$ cat src/rtl/bram_write_arbiter_if.sv
// Write-source and BRAM-port bundle for bram_write_arbiter.
// Requesters drive the flattened req_* fields; the arbiter drives grant and the BRAM port.
interface bram_write_arbiter_if #(
    parameter int NUM_REQ    = 4,
    parameter int ADDR_WIDTH = 16,
    parameter int DATA_WIDTH = 256
);
    logic [NUM_REQ-1:0]            req;
    logic [NUM_REQ-1:0]            req_we;
    logic [NUM_REQ-1:0]            req_last;
    logic [NUM_REQ*ADDR_WIDTH-1:0] req_addr;
    logic [NUM_REQ*DATA_WIDTH-1:0] req_data;
    logic [NUM_REQ-1:0]            grant;
    logic [ADDR_WIDTH-1:0]         bram_addr;
    logic [DATA_WIDTH-1:0]         bram_din;
    logic                          bram_we;
    logic                          burst_overrun;

    modport master (
        output req, req_we, req_last, req_addr, req_data,
        input  grant, bram_addr, bram_din, bram_we, burst_overrun
    );

    modport slave (
        input  req, req_we, req_last, req_addr, req_data,
        output grant, bram_addr, bram_din, bram_we, burst_overrun
    );
endinterface

$ cat src/rtl/bram_write_arbiter.sv
// Round-robin, burst-holding arbiter sharing one BRAM write port among NUM_REQ sources.
// Address, data and write-enable are registered, giving one cycle of write latency.
module bram_write_arbiter #(
    parameter int NUM_REQ    = 4,
    parameter int ADDR_WIDTH = 16,
    parameter int DATA_WIDTH = 256,
    parameter int MAX_BURST  = 16
) (
    input logic                clk,
    input logic                rst_n,
    bram_write_arbiter_if.slave bus
);
    localparam int IDX_W = (NUM_REQ > 1) ? $clog2(NUM_REQ) : 1;
    localparam int CNT_W = $clog2(MAX_BURST + 1);

    typedef enum logic {IDLE, BUSY} state_t;

    state_t                state_q, state_d;
    logic [NUM_REQ-1:0]    grant_q, grant_d;
    logic [IDX_W-1:0]      owner_q, owner_d;
    logic [IDX_W-1:0]      rr_q, rr_d;
    logic [CNT_W-1:0]      cnt_q, cnt_d;
    logic                  we_q, we_d;
    logic [ADDR_WIDTH-1:0] addr_q, addr_d;
    logic [DATA_WIDTH-1:0] din_q, din_d;
    logic                  ovr_q, ovr_d;

    logic                  accept;
    logic [CNT_W-1:0]      cnt_inc;
    logic [IDX_W-1:0]      rr_next;

    // First requesting source at or above ptr, wrapping modulo NUM_REQ.
    function automatic logic [IDX_W-1:0] rr_pick(input logic [NUM_REQ-1:0] r,
                                                 input logic [IDX_W-1:0]   ptr);
        logic [IDX_W-1:0] sel;
        logic [IDX_W-1:0] cand;
        logic             hit;
        int unsigned      pos;
        sel = '0;
        hit = 1'b0;
        for (int unsigned k = 0; k < NUM_REQ; k++) begin
            pos  = (32'(ptr) + k) % NUM_REQ;
            cand = IDX_W'(pos);
            if (!hit && r[cand]) begin
                hit = 1'b1;
                sel = cand;
            end
        end
        return sel;
    endfunction

    always_comb begin
        state_d = state_q;
        grant_d = grant_q;
        owner_d = owner_q;
        rr_d    = rr_q;
        cnt_d   = cnt_q;
        we_d    = 1'b0;
        addr_d  = addr_q;
        din_d   = din_q;
        ovr_d   = 1'b0;

        accept  = grant_q[owner_q] & bus.req_we[owner_q];
        cnt_inc = (cnt_q == CNT_W'(MAX_BURST)) ? cnt_q : cnt_q + 1'b1;
        rr_next = (32'(owner_q) == NUM_REQ - 1) ? '0 : owner_q + 1'b1;

        unique case (state_q)
            IDLE: begin
                if (|bus.req) begin
                    owner_d = rr_pick(bus.req, rr_q);
                    grant_d = NUM_REQ'(1) << owner_d;
                    cnt_d   = '0;
                    state_d = BUSY;
                end
            end
            BUSY: begin
                if (accept) begin
                    we_d   = 1'b1;
                    addr_d = bus.req_addr[32'(owner_q) * ADDR_WIDTH +: ADDR_WIDTH];
                    din_d  = bus.req_data[32'(owner_q) * DATA_WIDTH +: DATA_WIDTH];
                    cnt_d  = cnt_inc;
                end
                // Release priority: last, then MAX_BURST overrun, then abort.
                if ((accept && bus.req_last[owner_q]) ||
                    (accept && cnt_inc == CNT_W'(MAX_BURST)) ||
                    (!accept && !bus.req[owner_q])) begin
                    ovr_d   = accept && !bus.req_last[owner_q] &&
                              (cnt_inc == CNT_W'(MAX_BURST));
                    grant_d = '0;
                    rr_d    = rr_next;
                    state_d = IDLE;
                end
            end
            default: state_d = IDLE;
        endcase
    end

    always_ff @(posedge clk or negedge rst_n) begin
        if (!rst_n) begin
            state_q <= IDLE;
            grant_q <= '0;
            owner_q <= '0;
            rr_q    <= '0;
            cnt_q   <= '0;
            we_q    <= 1'b0;
            addr_q  <= '0;
            din_q   <= '0;
            ovr_q   <= 1'b0;
        end else begin
            state_q <= state_d;
            grant_q <= grant_d;
            owner_q <= owner_d;
            rr_q    <= rr_d;
            cnt_q   <= cnt_d;
            we_q    <= we_d;
            addr_q  <= addr_d;
            din_q   <= din_d;
            ovr_q   <= ovr_d;
        end
    end

    assign bus.grant         = grant_q;
    assign bus.bram_addr     = addr_q;
    assign bus.bram_din      = din_q;
    assign bus.bram_we       = we_q;
    assign bus.burst_overrun = ovr_q;
endmodule

$ cat src/flat_wrapper.sv
// flat-port wrapper written by rule: the top's interface ports become plain ports
module bram_write_arbiter_flat 
#(
    parameter int NUM_REQ    = 4,
    parameter int ADDR_WIDTH = 16,
    parameter int DATA_WIDTH = 256,
    parameter int MAX_BURST  = 16
)
  (clk, rst_n, bus_req, bus_req_we, bus_req_last, bus_req_addr, bus_req_data, bus_grant, bus_bram_addr, bus_bram_din, bus_bram_we, bus_burst_overrun);
  bram_write_arbiter_if #(.NUM_REQ(NUM_REQ), .ADDR_WIDTH(ADDR_WIDTH), .DATA_WIDTH(DATA_WIDTH)) bus_i ();
  input logic clk;
  input logic rst_n;
  input wire logic [$bits(bus_i.req)-1:0] bus_req;
  input wire logic [$bits(bus_i.req_we)-1:0] bus_req_we;
  input wire logic [$bits(bus_i.req_last)-1:0] bus_req_last;
  input wire logic [$bits(bus_i.req_addr)-1:0] bus_req_addr;
  input wire logic [$bits(bus_i.req_data)-1:0] bus_req_data;
  output wire logic [$bits(bus_i.grant)-1:0] bus_grant;
  output wire logic [$bits(bus_i.bram_addr)-1:0] bus_bram_addr;
  output wire logic [$bits(bus_i.bram_din)-1:0] bus_bram_din;
  output wire logic [$bits(bus_i.bram_we)-1:0] bus_bram_we;
  output wire logic [$bits(bus_i.burst_overrun)-1:0] bus_burst_overrun;
  assign bus_i.req = bus_req;
  assign bus_i.req_we = bus_req_we;
  assign bus_i.req_last = bus_req_last;
  assign bus_i.req_addr = bus_req_addr;
  assign bus_i.req_data = bus_req_data;
  assign bus_grant = bus_i.grant;
  assign bus_bram_addr = bus_i.bram_addr;
  assign bus_bram_din = bus_i.bram_din;
  assign bus_bram_we = bus_i.bram_we;
  assign bus_burst_overrun = bus_i.burst_overrun;
  bram_write_arbiter #(.NUM_REQ(NUM_REQ), .ADDR_WIDTH(ADDR_WIDTH), .DATA_WIDTH(DATA_WIDTH), .MAX_BURST(MAX_BURST)) u_core (.clk(clk), .rst_n(rst_n), .bus(bus_i));
endmodule
$ cat config.mk
export PLATFORM = sky130hd
export DESIGN_NAME = bram_write_arbiter_flat
export DESIGN_NICKNAME = d
export VERILOG_FILES = /design/src/rtl/bram_write_arbiter_if.sv /design/src/rtl/bram_write_arbiter.sv /design/src/flat_wrapper.sv
export SDC_FILE = /design/constraint.sdc
export NUM_CORES = 1
export LEC_CHECK = 0
export ABC_AREA = 1
export CAP_MARGIN = 20
export CORE_AREA = 2 2 538 540
export DETAILED_ROUTE_END_ITERATION = 10
export DIE_AREA = 0 0 540 542
export GPL_ROUTABILITY_DRIVEN = 0
export PLACE_DENSITY = 0.32
export SLEW_MARGIN = 20
export SYNTH_ARGS = -nofsm -noshare
export SYNTH_HDL_FRONTEND = slang
export SYNTH_SLANG_ARGS = --single-unit
$ cat constraint.sdc
create_clock -name clk -period 1.5 [get_ports clk]
set_input_delay 0.3 -clock clk [delete_from_list [all_inputs] [get_ports clk]]
set_output_delay 0.3 -clock clk [all_outputs]
set_load 0.01 [all_outputs]
### Yosys cells after proc, flatten, opt, wreduce, memory -nomap -nowiden

Index checks and enable logic that the tools add are counted.

* add/sub/neg operators: 5
* multiply operators: 0
* divide/modulo/power cells: 0
* magnitude comparators: 5
* equality and inequality tests: 6
* shifts and indexed selects: 3
* muxes and demuxes: 46
* bitwise operators: 2
* reductions and logical operators: 22

Operators with widths (number)
* $shiftx A1024 B11 Y256: 1
* $shiftx A64 B7 Y16: 1
* $mux W1: 23
* $bmux W1 S2: 8
* $lt A2 B3 Y1 const B: 5
* $mux W5: 3
* $mux W2: 7
* $eq A5 B5 Y1 const B: 2
* $pmux W5 S2: 1
* $reduce_and A2 Y1: 5
* $logic_and A1 B1 Y1: 8
* $mux W4: 2
* $pmux W4 S2: 1
* $logic_not A1 Y1: 6
* $add A5 B1 Y5 const B: 1
* $add A2 B1 Y2 const B: 2
* $add A2 B2 Y2 const B: 2
* $ne A2 B2 Y1 const B: 2
* $reduce_or A4 Y1: 1
* $shl A1 B2 Y4 const A: 1
* $eq A2 B2 Y1 const B: 1
* $logic_or A1 B1 Y1: 2
* $ne A2 B1 Y1 const B: 1
* $pmux W1 S2: 1
* 2 further kinds: 2

* bits in registers: 288
* latch bits: 0
* RAM bits: 0
* ROM bits: 0
* output and inout port bits: 278
* word-level logic and storage cells: 98
* memories kept: 0

### Depth between registers and ports, before layout

Gate-level depths: netlist of run 1.

* depth in word-level cells: 23
* mapped depth: 12

### Least setup slack after synthesis of run 1

No wires, ideal clock.

* path kind: register to register
* start point: register u_core.cnt_q[0]
* end point: register u_core.rr_q[1]
* library setup time: 0.132 ns
* data arrival time: 1.401 ns
* path slack: -0.033 ns
* cell stages (with the launch flop): 9
* cells stage by stage: dfrtp_1 > ha_1 > or2_2 > nand3_1 > nand3_1 > nor2_1 > o21ai_2 > nand2_1 > o21ai_0

* cells in the longest elaborated chain, start to end: 7
* elaborated cells on any way between the ends: 8
* those cells by class: add/sub (1); eq/ne (2); mux (1); reduce/logical (4)

RTL lines
* start, declared: line bram_write_arbiter.sv:22 `logic [CNT_W-1:0] cnt_q, cnt_d;`
* start signal, assigned: line bram_write_arbiter.sv:114 `cnt_q <= cnt_d;`
* $add A5 B1 Y5 or $eq A5 B5 Y1 (tied branches): line bram_write_arbiter.sv:64 `cnt_inc = (cnt_q == CNT_W'(MAX_BURST)) ? cnt_q : cnt_q + 1'b1;`
* $mux W5 *: line bram_write_arbiter.sv:64
* $eq A5 B5 Y1 *: line bram_write_arbiter.sv:85 `(accept && cnt_inc == CNT_W'(MAX_BURST)) ||`
* $logic_and A1 B1 Y1 *: line bram_write_arbiter.sv:85
* $logic_or A1 B1 Y1 *: line bram_write_arbiter.sv:84 `if ((accept && bus.req_last[owner_q]) ||`
* $logic_or A1 B1 Y1 *: line bram_write_arbiter.sv:85
* $reduce_and A2 Y1 (no line) *
* end signal, assigned: line bram_write_arbiter.sv:113 `rr_q <= rr_d;`
* end, declared: line bram_write_arbiter.sv:21 `logic [IDX_W-1:0] rr_q, rr_d;`

Every way passes the cells marked *; elsewhere a longest branch is shown, timed or not.
A chain may end at the register's enable or synchronous reset.

### Worst setup path in the final report of run 1

* start point: register u_core.owner_q[0]
* end point: register u_core.din_q[20] (netlist: u_core.bus.bram_din[20])

* cells in the longest elaborated chain, start to end: 4
* elaborated cells on any way between the ends: 7
* those cells by class: shift (1); mux (4); bitwise (1); reduce/logical (1)

RTL lines
* start, declared: line bram_write_arbiter.sv:20 `logic [IDX_W-1:0] owner_q, owner_d;`
* start signal, assigned: line bram_write_arbiter.sv:112 `owner_q <= owner_d;`
* branches (longest 4 deep; another with $shiftx A1024 B11 Y256)
* end signal, assigned: line bram_write_arbiter.sv:117 `din_q <= din_d;`
* end, declared: line bram_write_arbiter.sv:25 `logic [DATA_WIDTH-1:0] din_q, din_d;`

Several ways; the timed one is not identified. The select of a mux whose other input is x is not followed.

==> impl_metrics.env, run 1 <==
export IMPL_final_common_cell="clkdlybuf4s50_1"
export IMPL_top_level_port_count=1380
export IMPL_overflow=0
export IMPL_instance_count_of_the_mapped_netlist=2867
export IMPL_violations="negative setup slack"
export IMPL_cts_htree_levels=2
export IMPL_timing_slew_headroom_pct=58.3
export IMPL_groute_usage_overall_pct=14.5
export IMPL_worst_r2r_cell_count=7
export IMPL_clockBufferDepth=3
export IMPL_ir_worst_vdd_v=0.000889
export IMPL_syn_num_nets=3972
export IMPL_worst_ep_required_time_ns=2.05
export IMPL_synth_cell_type_count=24
export IMPL_status="finished with violations"
export IMPL_timing_final_crit_share_pct=138
export IMPL_netlist_area_sq_um=18500
export IMPL_cp_cell_sequence="inv_8 -> buf_12 -> buf_16 -> nor2_1 -> o22ai_1 -> nand2_1 -> nand2_1"
export IMPL_arrival_ns=2.62
export IMPL_finish_instance_area_sq_um=42200
export IMPL_cp_common_cell="nand2_1"
export IMPL_finalMaxSlewViolations=0
export IMPL_route_detailed_vias_per_inst=3.42
export IMPL_wl_per_cell_microns=27.2
export IMPL_n_fill_cell=33000
export IMPL_final_hold_vios=0
export IMPL_cts_root_buf="clkbuf_16"
export IMPL_layout_setup_ws_ns=-0.576
export IMPL_fmaxAchievable_mhz=482
export IMPL_place_area_sq_um=39500
export IMPL_worstSetupEndpoint="u_core.bus.bram_din[20]"
export IMPL_cts_tree="done"
export IMPL_cts_made_buffers=44
export IMPL_route_final_wire_length_mm=224
export IMPL_fin_total_pwr_mw=78.2
export IMPL_worst_slew_pin_slew_ns=0.619
export IMPL_final_setup_viol_count=558
export IMPL_clock_insertion_delay_worst_skew_ns=0.68
export IMPL_worst_r2r_setup_slack_ns=-0.58
export IMPL_die_area_sq_um=293000
export IMPL_dieHeight_microns=542
export IMPL_worstPathBufferInverterCount=3
export IMPL_detailedPlacementHpwl_mm=192
export IMPL_ys_ff_latch=288
export IMPL_maxCapViolations=0
export IMPL_finish_cell_count_without_fillers=8258
export IMPL_place_detailed_instances=8104
export IMPL_die_width_microns=540
export IMPL_synthesis_yosys_warnings=0
export IMPL_rsz0062_at_grt="yes"
export IMPL_avgSynthCellArea_sq_um=6.45
export IMPL_via_count=28200
export IMPL_vias_in_the_first_global_route=28900
export IMPL_ratio_of_cells_with_drive_above_1_in_the_final_layout_pct=13.5
export IMPL_power_static_leakage_nw=17.2
export IMPL_floorplan_initialDensity_pct=6.45
export IMPL_final_setup_skew_ns=0.0419
export IMPL_crit_family="simple AND/OR/NAND/NOR gates"
export IMPL_flow_area_growth_from_synthesis_pct=128
export IMPL_clock_transition_at_path_regs_ns=0.07
export IMPL_maximum_number_of_pins_on_one_net_before_global_route_repair=83
export IMPL_cp_start_kind="register"
export IMPL_drt_drc_violations_left=0
export IMPL_totalNegativeSetupSlack_ns=-196.39
export IMPL_most_frequent_cells_in_the_layout="clkdlybuf4s50_1, nand2_1, nor2_1"
export IMPL_fin_util_pct=14.7
export IMPL_critPathCaptureType="register"
export IMPL_drtIter0Drc=1957
export IMPL_critical_path_slowest_cell="dfrtp_4"
export IMPL_path_max_fanout=40
export IMPL_grt_antenna_before_repair=176
export IMPL_finalCriticalPeriod_ns=2.08
export IMPL_yosysSeqAreaShare_pct=39.0
export IMPL_timing_rr_start="u_core.owner_q[0]"
export IMPL_fp_coreArea_sq_um=287000
export IMPL_number_of_standard_cell_rows_in_the_floorplan=197
export IMPL_multiInputGateArea_sq_um=10500
export IMPL_dp_worst_setup_slack_ns=-0.672
export IMPL_cp_num_cells=7
export IMPL_critPathLaunch="u_core.owner_q[0]"
export IMPL_regToRegEndpoint="u_core.bus.bram_din[20]"
export IMPL_antenna_violating_nets_post_route=0
export IMPL_grt_first_pass_wirelength_mm=284
export IMPL_hold_ws_ns=0.0862
export IMPL_detailedRoute_firstPassIterationCount=5
export IMPL_port_buffers=1379
export IMPL_finalNetCount=5507
export IMPL_p_per_cell_area_nw_per_um2=1860
export IMPL_cts_sinks=288
export IMPL_regArea_sq_um=7230
export IMPL_timing_critical_path_slowest_cell_delay_ns=0.55
export IMPL_timing_worst_setup_path_type="register to register"
export IMPL_hp_class="primary input to asynchronous set/reset pin"
-- synthesized netlist by cell type (all sizes together) --
master | instances | share of area [%]
o21a | 1 | 0.041
nand2 | 890 | 18
dfrtp | 288 | 39
nor2 | 550 | 11
ha | 3 | 0.20
a21oi | 3 | 0.081
xor2 | 1 | 0.047
nand4 | 3 | 0.10
nor4 | 1 | 0.034
clkinv | 1 | 0.020
o211ai | 1 | 0.041
nand3 | 32 | 0.87
clkbuf | 151 | 3.1
buf | 92 | 2.5
o22ai | 274 | 9.3
inv | 19 | 0.39
or2 | 2 | 0.068
o21ai | 555 | 15
-- metal layers --
metal  routed length, microns  share of wire [%]  GRT usage [%]
met3                    23300                 10           6.15
met5                      689               0.31              0
met1                    93300                 42           17.4
met4                     6110                2.7           3.64
met2                   101000                 45           23.4
-- power by group --
part / switching, mW / internal, mW / leakage, nW / total (mW)
clock network: 4.99 / 6.82 / 0.765 / 11.8
logic: 29.7 / 22.3 / 12.8 / 52.0
registers: 2.89 / 11.5 / 3.59 / 14.4
-- final cells by class --
| class | instances | share of cell area (%) |
|---|---|---|
| clock inverter | 24 | 0.819 |
| tap | 3781 | 11.2 |
| antenna | 43 | 0.255 |
| multi-input combinational | 2316 | 24.8 |
| timing repair buffer | 1732 | 42.6 |
| inverter | 20 | 0.252 |
| clock buffer | 54 | 2.87 |
| sequential | 288 | 17.1 |
-- timing repair --
action / 4_1_cts / 5_1_grt
hold endpoints to repair: 285 / 0
pin swaps: 6 / 6
resized for setup: 340 / 88
hold buffers: 2 / 0
gates cloned: 4 / 14
endpoints found under the setup margin: 566 / 566
setup buffers: 13 / 2
-- logic make-up after synthesis --
| logic type | after synthesis | synth area share, % |
|---|---|---|
| buf+inv | 263 | 6.00 |
| compound gates | 834 | 24.5 |
| xor+xnor | 1 | 0.0474 |
| simple gates | 1478 | 30.3 |
| flops | 288 | 39.0 |
| fa+ha+maj | 3 | 0.203 |
-- flip-flops by register name, summed over array words and instances (netlist names) --
| name | cells |
|---|---|
| u_core.bus.bram_din | 256 |
| u_core.bus.grant | 4 |
| u_core.bus.bram_we | 1 |
| u_core.bus.burst_overrun | 1 |
| u_core.state_q | 1 |
| u_core.owner_q | 2 |
| u_core.rr_q | 2 |
| u_core.bus.bram_addr | 16 |
| u_core.cnt_q | 5 |
-- worst min path at each step --
stage,start,cells past startpoint,endpoint
finish,rst_n,2,u_core.bus.bram_din[155]
global placement,rst_n,1,u_core.bus.bram_din[172]
floorplan,rst_n,0,u_core.bus.bram_addr[0]
detailed placement,rst_n,1,u_core.bus.bram_din[172]
CTS,rst_n,2,u_core.bus.bram_din[155]
global route,rst_n,2,u_core.bus.bram_din[155]
No activity file was read; power rests on OpenSTA's default activity.
==> run 2: changes to the inputs <==
- CTS_BUF_LIST: unset -> sky130_fd_sc_hd__clkbuf_8 sky130_fd_sc_hd__clkbuf_16
- GPL_ROUTABILITY_DRIVEN: 0 -> unset
==> run 2 against run 1 <==
Non-clock buffer count is 209 higher. Worst setup slack better by 0.058 ns. The run still ends with negative setup slack left. Critical endpoint is now u_core.bus.bram_din[233]. Highest routed layer unchanged. Via count rose by 2.6%.
==> impl_metrics.env, run 2 (same netlist as run 1, synthesis figures left out) <==
export IMPL_layout_setup_ws_ns=-0.518
export IMPL_final_setup_viol_count=364
export IMPL_maxCapViolations=0
export IMPL_worst_slew_pin_slew_ns=0.521
export IMPL_die_width_microns=540
export IMPL_hp_class="primary input to asynchronous set/reset pin"
export IMPL_route_final_wire_length_mm=231
export IMPL_drtIter0Drc=1792
export IMPL_cts_root_buf="clkbuf_16"
export IMPL_floorplan_initialDensity_pct=6.45
export IMPL_rsz0062_at_grt="yes"
export IMPL_most_frequent_cells_in_the_layout="clkdlybuf4s50_1, nand2_1, nor2_1"
export IMPL_totalNegativeSetupSlack_ns=-121.76
export IMPL_fmaxAchievable_mhz=495
export IMPL_finish_instance_area_sq_um=44900
export IMPL_timing_worst_setup_path_type="register to register"
export IMPL_n_fill_cell=32800
export IMPL_cp_start_kind="register"
export IMPL_port_buffers=1379
export IMPL_ratio_of_cells_with_drive_above_1_in_the_final_layout_pct=25.1
export IMPL_critPathCaptureType="register"
export IMPL_groute_usage_overall_pct=15.0
export IMPL_clkPwrFrac_pct=13.3
export IMPL_flow_area_growth_from_synthesis_pct=143
export IMPL_place_area_sq_um=39800
export IMPL_overflow=0
export IMPL_timing_slew_headroom_pct=64.9
export IMPL_power_static_leakage_nw=18.8
export IMPL_p_seq_share_pct=17.5
export IMPL_status="finished with violations"
export IMPL_cp_cell_sequence="clkinv_8 -> buf_12 -> buf_4 -> buf_12 -> o21ai_1 -> o22ai_1 -> nand2_1 -> nand2_1"
export IMPL_path_max_fanout=50
export IMPL_internal_power_mw=45.5
export IMPL_worst_ep_required_time_ns=2.02
export IMPL_timing_critical_path_slowest_cell_delay_ns=0.49
export IMPL_drt_drc_violations_left=0
export IMPL_final_common_cell="clkdlybuf4s50_1"
export IMPL_ir_worst_vdd_v=0.000791
export IMPL_share_comb_of_total_power_pct=69.2
export IMPL_top_level_port_count=1380
export IMPL_via_count=29000
export IMPL_cts_made_buffers=45
export IMPL_finalMaxSlewViolations=0
export IMPL_critical_path_slowest_cell="dfrtp_4"
export IMPL_final_setup_skew_ns=0.0422
export IMPL_fp_coreArea_sq_um=287000
export IMPL_switchingPower_mw=40.2
export IMPL_sw_frac_of_total_pct=46.9
export IMPL_grt_first_pass_wirelength_mm=292
export IMPL_crit_family="compound AO/OA/AOI/OAI gates"
export IMPL_arrival_ns=2.54
export IMPL_violations="negative setup slack"
export IMPL_worstPathBufferInverterCount=4
export IMPL_clockBufferDepth=3
export IMPL_gpl_final_weighted_congestion=0.950
export IMPL_antenna_violating_nets_post_route=0
export IMPL_critPathLaunch="u_core.owner_q[0]"
export IMPL_die_area_sq_um=293000
export IMPL_number_of_standard_cell_rows_in_the_floorplan=197
export IMPL_timing_rr_start="u_core.owner_q[0]"
export IMPL_finalNetCount=5719
export IMPL_route_detailed_vias_per_inst=3.42
export IMPL_cts_tree="done"
export IMPL_cts_sinks=288
export IMPL_grt_antenna_before_repair=186
export IMPL_cts_htree_levels=2
export IMPL_maximum_number_of_pins_on_one_net_before_global_route_repair=63
export IMPL_vias_in_the_first_global_route=29800
export IMPL_finalCriticalPeriod_ns=2.02
export IMPL_detailedRoute_firstPassIterationCount=5
export IMPL_p_per_cell_area_nw_per_um2=1910
export IMPL_clock_insertion_delay_worst_skew_ns=0.66
export IMPL_detailedPlacementHpwl_mm=197
export IMPL_wl_per_cell_microns=27.2
export IMPL_final_hold_vios=0
export IMPL_dieHeight_microns=542
export IMPL_largest_register_ffs=256
export IMPL_clock_transition_at_path_regs_ns=0.07
export IMPL_timing_final_crit_share_pct=135
run 2: repair_timing:
item	in CTS	in global routing
pin swaps	34	36
hold buffers	1	0
gates resized for setup	1585	225
gates cloned	14	5
setup endpoints to repair	566	566
endpoints found under the hold margin	288	0
buffers inserted	125	56
run 2: power groups by stage:
stage | combinational, mW | clock [mW] | sequential [mW]
floorplan | 18.2 | 0 | 15.0
global placement | 50.8 | 0 | 14.5
detailed placement | 50.6 | 0 | 14.5
CTS | 56.9 | 11.9 | 15.0
global route | 63.7 | 12.2 | 15.4
finish | 59.3 | 11.4 | 15.0
run 2: layer usage:
metal  vias up  GRT usage (%)  part of all wire, %
met3       334           6.71                   11
met1     13900           17.6                   41
li1      13200              -                    -
met5         -              0                 0.34
met4       120           3.95                  2.8
met2      1439           24.4                   46
run 2: layout make-up:
type,count,area (sq um),area share (%)
Timing Repair inverter,1,30.0,0.0669
Clock inverter,30,288,0.641
Multi-Input combinational cell,2317,11100,24.8
Sequential cell,288,7250,16.1
Timing Repair Buffer,1941,20000,44.6
Inverter,20,124,0.276
Clock buffer,53,1240,2.75
Tap cell,3781,4730,10.5
Antenna cell,43,108,0.240
run 2: worst paths after layout:
check / to / slack, ns / cells past startpoint
worst max-delay path: u_core.bus.bram_din[233] / -0.52 / 8
worst min-delay path: u_core.bus.bram_din[155] / 0.12 / 2
worst max register to register: u_core.bus.bram_din[233] / -0.52 / 8
worst min register to register: u_core.bus.bram_din[224] / 0.47 / 2
max in group asynchronous: u_core.bus.bram_din[54] / 0.66 / 4
min in group clk: u_core.bus.bram_din[48] / 0.36 / 5
run 2: metrics by stage:
| stage | hold WS, ns | worst slack (ns) | instances | total power, mW | util [%] |
|---|---|---|---|---|---|
| after floorplan | 0.00441 | 0.00414 | 2867 | 33.3 | - |
| after global placement | 0.160 | -0.682 | 8152 | 65.3 | 13.9 |
| after detailed placement | 0.157 | -0.706 | 8152 | 65.2 | 13.9 |
| after CTS | 0.0605 | -0.508 | 8374 | 83.8 | 15.2 |
| after global routing | 0.0767 | -0.547 | 8442 | 91.2 | 15.6 |
| final | 0.119 | -0.518 | 8474 | 85.6 | 15.7 |
==> run 3: changes to the inputs <==
- CORE_AREA: 2 2 538 540 -> 4 4 540 542
- DIE_AREA: 0 0 540 542 -> 0 0 544 546
==> run 3 against run 2 <==
The run still ends with negative setup slack left. Sequential power is 4% lower. Clock skew is 0.0024 ns lower. Sequential share of layout area is 0.74 points higher. Die area is 1.5% higher. First-iteration DRC count is 26% higher. Maximum frequency is 1.6% lower. Final area is 4.7% lower. Largest power group unchanged. Critical endpoint is now u_core.bus.bram_din[76]. Utilization is 0.73 points lower. Combinational power is 8.1% lower.
==> impl_metrics.env, run 3 (same netlist as run 1, synthesis figures left out) <==
export IMPL_dp_worst_setup_slack_ns=-0.861
export IMPL_ir_worst_vdd_v=0.000723
export IMPL_cts_tree="done"
export IMPL_grt_antenna_before_repair=151
export IMPL_finalCriticalPeriod_ns=2.05
export IMPL_overflow=0
export IMPL_detailedPlacementHpwl_mm=191
export IMPL_timing_worst_setup_path_type="register to register"
export IMPL_final_common_cell="clkdlybuf4s50_1"
export IMPL_power_static_leakage_nw=17.3
export IMPL_maxCapViolations=0
export IMPL_cp_cell_sequence="clkinv_8 -> buf_6 -> buf_16 -> buf_4 -> nor2_1 -> o22ai_1 -> nand2_1 -> nand2_1"
export IMPL_rsz0062_at_grt="yes"
export IMPL_clockBufferDepth=3
export IMPL_arrival_ns=2.56
export IMPL_timing_rr_start="u_core.owner_q[0]"
export IMPL_most_frequent_cells_in_the_layout="clkdlybuf4s50_1, nand2_1, nor2_1"
export IMPL_p_per_cell_area_nw_per_um2=1870
export IMPL_cp_start_kind="register"
export IMPL_floorplan_initialDensity_pct=6.45
export IMPL_cp_common_cell="nand2_1"
export IMPL_top_level_port_count=1380
export IMPL_grt_first_pass_wirelength_mm=284
export IMPL_totalNegativeSetupSlack_ns=-212.03
export IMPL_hold_ws_ns=0.239
export IMPL_n_fill_cell=33000
export IMPL_timing_final_crit_share_pct=137
export IMPL_ratio_of_cells_with_drive_above_1_in_the_final_layout_pct=13.8
export IMPL_fmaxAchievable_mhz=488
export IMPL_die_area_sq_um=297000
export IMPL_cts_root_buf="clkbuf_16"
export IMPL_wl_per_cell_microns=27.1
export IMPL_worst_r2r_cell_count=8
export IMPL_hp_class="primary input to asynchronous set/reset pin"
export IMPL_vias_in_the_first_global_route=29200
export IMPL_maximum_number_of_pins_on_one_net_before_global_route_repair=83
export IMPL_timing_critical_path_slowest_cell_delay_ns=0.56
export IMPL_antenna_violating_nets_post_route=0
export IMPL_fp_coreArea_sq_um=287000
export IMPL_worst_r2r_setup_slack_ns=-0.55
export IMPL_fin_total_pwr_mw=79.9
export IMPL_violations="negative setup slack"
export IMPL_final_setup_viol_count=554
export IMPL_cts_sinks=288
export IMPL_layout_setup_ws_ns=-0.551
export IMPL_critPathCaptureType="register"
export IMPL_worst_ep_required_time_ns=2.01
export IMPL_critical_path_slowest_cell="dfrtp_4"
export IMPL_clock_insertion_delay_worst_skew_ns=0.64
export IMPL_finalMaxSlewViolations=0
export IMPL_die_width_microns=544
export IMPL_worst_slew_pin_slew_ns=0.647
export IMPL_regToRegEndpoint="u_core.bus.bram_din[76]"
export IMPL_path_max_fanout=8
export IMPL_drt_drc_violations_left=0
export IMPL_final_hold_vios=0
export IMPL_via_count=28300
export IMPL_route_final_wire_length_mm=225
export IMPL_gpl_final_weighted_congestion=0.919
export IMPL_crit_family="buffers and inverters"
export IMPL_flow_area_growth_from_synthesis_pct=131
export IMPL_number_of_standard_cell_rows_in_the_floorplan=197
export IMPL_finalNetCount=5556
export IMPL_cts_htree_levels=2
export IMPL_final_setup_skew_ns=0.0398
export IMPL_route_detailed_vias_per_inst=3.41
export IMPL_status="finished with violations"
export IMPL_groute_usage_overall_pct=14.1
export IMPL_drtIter0Drc=2258
export IMPL_detailedRoute_firstPassIterationCount=6
export IMPL_dieHeight_microns=546
export IMPL_fin_util_pct=14.9
export IMPL_port_buffers=1379
export IMPL_timing_slew_headroom_pct=56.4
export IMPL_worstPathBufferInverterCount=4
export IMPL_clock_transition_at_path_regs_ns=0.06
export IMPL_cts_made_buffers=42
export IMPL_largest_register_ffs=256
## run 3: timing repair
| item | in CTS | in global routing |
|---|---|---|
| pin swaps | 5 | 5 |
| hold endpoints to repair | 288 | 0 |
| hold buffers | 1 | 0 |
| buffers inserted | 4 | 7 |
| setup endpoints to repair | 566 | 566 |
| cloned | 10 | 20 |
| gates resized for setup | 143 | 177 |
## run 3: worst min-delay path: cells and delay by family
family / cells / cell delay [ns]
buffers and inverters: 3 / 0.91
## run 3: final cells by class
class	count	area, sq um	share of cell area, %
antenna	31	77.6	0.181
clock buffer	54	1230	2.87
clock inverter	22	245	0.573
inverter	20	111	0.260
multi-input combinational	2316	10600	24.7
sequential	288	7220	16.9
tap	3781	4730	11.0
timing repair buffer	1783	18600	43.5
## run 3: per-layer routing
metal | up-vias | track usage [%] | part of all wire [%]
met5 | - | 0 | 0.37
met4 | 128 | 2.73 | 2.0
met3 | 315 | 5.79 | 11
met2 | 1419 | 23.4 | 46
met1 | 13600 | 17.1 | 41
li1 | 12800 | - | -
## run 3: worst max path at each step
stage                                 start                       end  depth (start not counted)
after floorplan           u_core.owner_q[0]  u_core.bus.bram_din[148]                         10
after global placement        bus_req_we[3]  u_core.bus.bram_din[253]                         10
after detailed placement      bus_req_we[3]   u_core.bus.bram_din[21]                         11
after CTS                 u_core.owner_q[0]   u_core.bus.bram_din[21]                         11
after global routing      u_core.owner_q[0]   u_core.bus.bram_din[60]                         11
final                     u_core.owner_q[0]   u_core.bus.bram_din[76]                          8
## run 3: power breakdown
part           switching [mW]  internal [mW]  leakage (nW)
registers                2.82           11.5          3.60
clock network            4.43           6.60         0.747
logic                    30.7           23.8          13.0
## run 3: stage by stage
stage,cells,cell area (sq um)
after global routing,8271,42800
after detailed placement,8148,39700
after CTS,8239,41800
after floorplan,2867,18500
final,8295,42800
after global placement,8148,39700
